File: src/rtl/vector_line_engine.sv
// Bresenham vector line engine: accepts move/draw commands, keeps a cursor and emits
// every point of a draw with a settle hold, beam flag, frame clamping and pause.
module vector_line_engine #(
  parameter int unsigned OUT_WIDTH   = 8,
  parameter int unsigned FRAME_MIN   = 0,
  parameter int unsigned FRAME_MAX   = 255,
  parameter int unsigned HOLD_CYCLES = 1,
  parameter int unsigned MOVE_CYCLES = 4
) (
  input  logic                 clk,
  input  logic                 rst,
  input  logic                 enable,
  input  logic                 cmd_valid,
  output logic                 cmd_ready,
  input  logic                 cmd_draw,
  input  logic [OUT_WIDTH-1:0] cmd_x,
  input  logic [OUT_WIDTH-1:0] cmd_y,
  output logic [OUT_WIDTH-1:0] x_out,
  output logic [OUT_WIDTH-1:0] y_out,
  output logic                 beam_on,
  output logic                 busy,
  output logic                 done
);
  localparam int unsigned SW     = OUT_WIDTH + 2;
  localparam int unsigned CntMax = (HOLD_CYCLES > MOVE_CYCLES) ? HOLD_CYCLES : MOVE_CYCLES;
  localparam int unsigned CntW   = $clog2(CntMax + 1);

  localparam logic [CntW-1:0]      HoldLast = CntW'(HOLD_CYCLES - 1);
  localparam logic [CntW-1:0]      MoveLoad = CntW'(MOVE_CYCLES);
  localparam logic [CntW-1:0]      MoveLast = CntW'(MOVE_CYCLES - 1);
  localparam logic [OUT_WIDTH-1:0] FMin     = OUT_WIDTH'(FRAME_MIN);
  localparam logic signed [SW-1:0] FMinS    = SW'(FRAME_MIN);
  localparam logic signed [SW-1:0] FMaxS    = SW'(FRAME_MAX);

  typedef enum logic [2:0] {StIdle, StSetup, StStep, StMove, StDone} state_e;

  state_e                 state_q, state_d;
  logic [OUT_WIDTH-1:0]   x_q, x_d, y_q, y_d;
  logic [OUT_WIDTH-1:0]   tx_q, tx_d, ty_q, ty_d;
  logic signed [SW-1:0]   dx_q, dx_d, dy_q, dy_d, err_q, err_d;
  logic                   sx_q, sx_d, sy_q, sy_d;
  logic [CntW-1:0]        cnt_q, cnt_d;
  logic                   beam_q, beam_d, done_q, done_d;

  logic signed [SW-1:0]   ddx, ddy;
  logic signed [SW:0]     e2, dxe, dye;

  function automatic logic [OUT_WIDTH-1:0] clamp(input logic [OUT_WIDTH-1:0] v);
    logic signed [SW-1:0] vs;
    vs = $signed({2'b00, v});
    if (vs < FMinS) begin
      clamp = FMinS[OUT_WIDTH-1:0];
    end else if (vs > FMaxS) begin
      clamp = FMaxS[OUT_WIDTH-1:0];
    end else begin
      clamp = v;
    end
  endfunction

  always_comb begin
    ddx = $signed({2'b00, tx_q}) - $signed({2'b00, x_q});
    ddy = $signed({2'b00, ty_q}) - $signed({2'b00, y_q});
    e2  = {err_q, 1'b0};
    dxe = {dx_q[SW-1], dx_q};
    dye = {dy_q[SW-1], dy_q};
  end

  always_comb begin
    state_d = state_q;
    x_d     = x_q;
    y_d     = y_q;
    tx_d    = tx_q;
    ty_d    = ty_q;
    dx_d    = dx_q;
    dy_d    = dy_q;
    err_d   = err_q;
    sx_d    = sx_q;
    sy_d    = sy_q;
    cnt_d   = cnt_q;
    beam_d  = beam_q;
    unique case (state_q)
      StIdle: begin
        if (cmd_valid) begin
          tx_d = clamp(cmd_x);
          ty_d = clamp(cmd_y);
          if (cmd_draw) begin
            state_d = StSetup;
          end else begin
            state_d = StMove;
            cnt_d   = MoveLoad;
          end
        end
      end
      StSetup: begin
        if (enable) begin
          dx_d  = ddx[SW-1] ? -ddx : ddx;
          dy_d  = ddy[SW-1] ? ddy : -ddy;
          sx_d  = ddx[SW-1];
          sy_d  = ddy[SW-1];
          err_d = dx_d + dy_d;
          cnt_d = '0;
          state_d = (ddx == '0 && ddy == '0) ? StDone : StStep;
        end
      end
      StStep: begin
        if (enable) begin
          if (cnt_q != '0) begin
            cnt_d = cnt_q - CntW'(1);
          end else if (x_q == tx_q && y_q == ty_q) begin
            // End point's hold has expired.
            state_d = StDone;
            beam_d  = 1'b0;
          end else begin
            beam_d = 1'b1;
            cnt_d  = HoldLast;
            if (e2 >= dye) begin
              err_d = err_d + dy_q;
              x_d   = sx_q ? x_q - OUT_WIDTH'(1) : x_q + OUT_WIDTH'(1);
            end
            if (e2 <= dxe) begin
              err_d = err_d + dx_q;
              y_d   = sy_q ? y_q - OUT_WIDTH'(1) : y_q + OUT_WIDTH'(1);
            end
          end
        end
      end
      StMove: begin
        if (enable) begin
          if (cnt_q == MoveLoad) begin
            x_d    = tx_q;
            y_d    = ty_q;
            beam_d = 1'b0;
            cnt_d  = MoveLast;
          end else if (cnt_q == '0) begin
            state_d = StDone;
          end else begin
            cnt_d = cnt_q - CntW'(1);
          end
        end
      end
      StDone: begin
        if (enable) begin
          state_d = StIdle;
        end
      end
      default: state_d = StIdle;
    endcase
    done_d = (state_d == StDone);
    if (state_d == StDone) begin
      beam_d = 1'b0;
    end
  end

  always_ff @(posedge clk or posedge rst) begin
    if (rst) begin
      state_q <= StIdle;
      x_q     <= FMin;
      y_q     <= FMin;
      tx_q    <= FMin;
      ty_q    <= FMin;
      dx_q    <= '0;
      dy_q    <= '0;
      err_q   <= '0;
      sx_q    <= 1'b0;
      sy_q    <= 1'b0;
      cnt_q   <= '0;
      beam_q  <= 1'b0;
      done_q  <= 1'b0;
    end else begin
      state_q <= state_d;
      x_q     <= x_d;
      y_q     <= y_d;
      tx_q    <= tx_d;
      ty_q    <= ty_d;
      dx_q    <= dx_d;
      dy_q    <= dy_d;
      err_q   <= err_d;
      sx_q    <= sx_d;
      sy_q    <= sy_d;
      cnt_q   <= cnt_d;
      beam_q  <= beam_d;
      done_q  <= done_d;
    end
  end

  assign cmd_ready = (state_q == StIdle);
  assign busy      = (state_q != StIdle);
  assign x_out     = x_q;
  assign y_out     = y_q;
  assign beam_on   = beam_q;
  assign done      = done_q;

endmodule

File: config.mk
export PLATFORM = sky130hd
export DESIGN_NAME = vector_line_engine
export DESIGN_NICKNAME = d
export VERILOG_FILES = /design/src/rtl/vector_line_engine.sv
export SDC_FILE = /design/constraint.sdc
export NUM_CORES = 1
export LEC_CHECK = 0
export ABC_AREA = 1
export CORE_UTILIZATION = 30
export CTS_BUF_LIST = sky130_fd_sc_hd__clkbuf_2
export CTS_CLUSTER_DIAMETER = 100
export DETAILED_ROUTE_END_ITERATION = 6
export PLACE_DENSITY = 0.54
export SLEW_MARGIN = 15
export SYNTH_ARGS = -nofsm -noshare
export SYNTH_HDL_FRONTEND = slang
export SYNTH_SLANG_ARGS = --single-unit
File: constraint.sdc
create_clock -name clk -period 4.15 [get_ports clk]
set_input_delay 0.415 -clock clk [delete_from_list [all_inputs] [get_ports clk]]
set_output_delay 0.415 -clock clk [all_outputs]
set_load 0.02 [all_outputs]
==> impl_metrics.toml <==
[run_status]
status = "complete, but fails checks"
violations = "design-rule violations"

[clocking]
cts_setup_buffers = 0
htree_levels = 3
cts_tree = "built"
hold_buffers = 0
clock_sinks = 72
cts.reportedPaths.clkPinSlew_ps = 210
clock_latency_ps = 580
numCtsBuffers = 9
clock_path_buffers = 2
post_cts_resized = 0
ctsRootBufferMaster = "clkbuf_2"

[routing]
ant_nets = 0
wire_per_inst_um = 13.4
drtPass1Iterations = 7
drc = 3
dr_total_vias = 6552
wl_um = 18800
drt_iter0_markers = 352
vias_per_cell = 4.68

[critical_path]
slowest_delay_ps = 510
crit_top_cell = "nand3_1"
cp_max_fo = 6
cp-startpoint = "y_out[0]"
start_kind = "flop"
regToRegEndpoint = "err_q[9]"
crit_path_end_kind = "flop"
reg2reg_slack_ps = 430
r2r_cells = 21
crit_slowest_cell = "dfrtp_1"
cp_cell_sequence = "ha_1 > inv_1 > fa_1 > or2_2 > nand2_1 > nor3_1 > nand3_1 > o21ai_0 > or2_2 > and2_1 > ha_1 > inv_1 > nor3_1 > nand3_1 > nand3_1 > inv_1 > nand3_1 > nand3_1 > nand2_1 > nor2_1 > nor2_1"
rr_startpoint = "y_out[0]"
cp.required_ps = 4640
cp.arrival_ps = 4210
crit_type = "flop to flop"

[sta]
hold_viol = 0
fin_setup_tns_ps = 0
worst_slew_pin_slew_ps = 1070
timing.final.crit_period_ps = 3720
clock.fmax_mhz = 269
fin_crit_sh_pct = 89.5
grt_setup_unrepaired = "false"
maxSlewHeadroom_pct = 28.6
fin_skew_ps = 44.2
setup_viol = 0
slew_viol_final = 0

[die]
io_pins = 41
rows = 56
core_um2 = 23400
initial_core_util_pct = 30.5
die_h_um = 156
die_x_um = 156
dieArea_um2 = 24400

[logic_synthesis]
ys_warn_count = 0
synth-xor-area-share_pct = 3.90
async_flop_share_pct = 100
synthAdderAreaFrac_pct = 16.1
synth-main-ff-cell = "dfrtp_1"
yosysUniqueCellTypes = 46
synth_edf_count = 0
synthSimpleGateAreaFrac_pct = 27.6
ys_seq_elements = 72
synthMuxAreaShare_pct = 0.945
synth_top_family_by_area = "simple AND/OR/NAND/NOR gates"
ys_seq_area_share_pct = 25.2
syn-mean-instance-area_um2 = 6.88
synth_compound_area_share_pct = 14.5
syn_inst = 1039
synth_area_um2 = 7150
synth_fp_nets = 1148

[flow_run]
max-cap-violations = 0

[cells_and_area]
syn2layout_area_growth_pct = 11.0
nNetsFinal = 1186
fin_cells = 1399
antenna_cells = 0
layout_common_cells = "nand2_1 (279), inv_1 (178), ha_1 (81)"
drive_gt1_share_pct = 7.50
mostFrequentLayoutCell = "nand2_1"

[global_routing]
grtUsageMet2_pct = 25.9
grt_pass1_wl_um = 31300
grt_use_met1_pct = 22.3
grt_pass1_vias = 6303
antenna_found_initial = 0
grt_max_degree = 50
busiest_layer = "met2"
grt_use_met3_pct = 1.83
track_usage_pct = 16.3
grt_overflow = 0

[placement]
io_buffers = 40
gp_congestion = 0.899
place.detailed.hpwl_um = 15000
placed_cells = 1385

[min_path]
hold_path_class = "primary input to async pin"
[flip-flops by register name, indices dropped and copies added, names as in the netlist, 3 cells and up]
register,cells
dx_q,10
dy_q,10
err_q,10
tx_q,8
ty_q,8
x_out,8
y_out,8
cnt_q,3
state_q,3
[worst max-delay path by stage]
stage / endpoint / depth (start not counted)
finish: err_q[9] / 21
global route: err_q[9] / 21
CTS: err_q[9] / 21
detailed placement: err_q[9] / 21
global placement: err_q[9] / 21
floorplan: err_q[9] / 21
[synthesized netlist by cell type, types with 3 or more instances]
library cell | number | area [um^2]
inv_1 | 179 | 672
dfrtp_1 | 72 | 1800
o21ai_2 | 17 | 149
xor2_1 | 19 | 166
ha_1 | 81 | 1010
nand3_1 | 59 | 295
nand2_1 | 279 | 1050
nand3_2 | 5 | 50.1
nand3b_1 | 6 | 45.0
inv_2 | 7 | 26.3
nor2_1 | 56 | 210
inv_4 | 3 | 18.8
a21oi_1 | 65 | 325
buf_2 | 5 | 25.0
nor3_1 | 7 | 35.0
nor2_2 | 7 | 43.8
o21bai_1 | 3 | 22.5
xnor2_1 | 11 | 96.3
buf_6 | 3 | 33.8
nor3_2 | 3 | 30.0
o211ai_1 | 5 | 37.5
nand2_2 | 4 | 25.0
nand4_1 | 15 | 93.8
mux2_2 | 6 | 67.6
o21ai_1 | 3 | 15.0
o22ai_1 | 3 | 18.8
a21boi_1 | 5 | 37.5
o21ai_0 | 61 | 305
or2_2 | 9 | 56.3
clkbuf_1 | 7 | 26.3
a31oi_1 | 9 | 56.3
fa_1 | 7 | 140
[final cells by class]
| type | instances | area [um^2] |
|---|---|---|
| multi-input combinational | 760 | 4510 |
| fill | 2582 | 15500 |
| clock inverter | 5 | 26.3 |
| tap | 319 | 399 |
| clock buffer | 9 | 45.0 |
| timing repair buffer | 44 | 430 |
| inverter | 190 | 722 |
| sequential | 72 | 1800 |
[logic make-up after synthesis]
kind of cell	count (synthesis)
adders and majority gates	88
and+or+nand+nor	455
DFF	72
buffers and inverters	207
muxes	6
xor gates and xnor gates	31
AOI/OAI and AO/OA	180
[per-layer routing]
metal	wire length, um	share of wire [%]
met5	0	0
met4	448	2.4
met3	595	3.2
met2	8380	45
met1	9330	50
[worst max-delay path: cells and delay by family (launching register included)]
family          cells  cell delay [ps]
compound gates      1              120
fa+ha+maj           3              950
buf+inv             3              200
flops               1              510
simple gates       14             1880
[per-stage QoR]
stage                     hold WS (ps)  setup slack, ps  util (%)  instance area (um^2)
after global placement             472              509      33.6                  7870
after global routing               360              101      33.9                  7940
after floorplan                    453              816         -                  7150
final                              305              435      33.9                  7940
after CTS                          286              467      33.9                  7940
after detailed placement           483              542      33.6                  7870
Power is not shown: default switching activity piles up to over one toggle a cycle in this logic, so the estimate is an artifact.
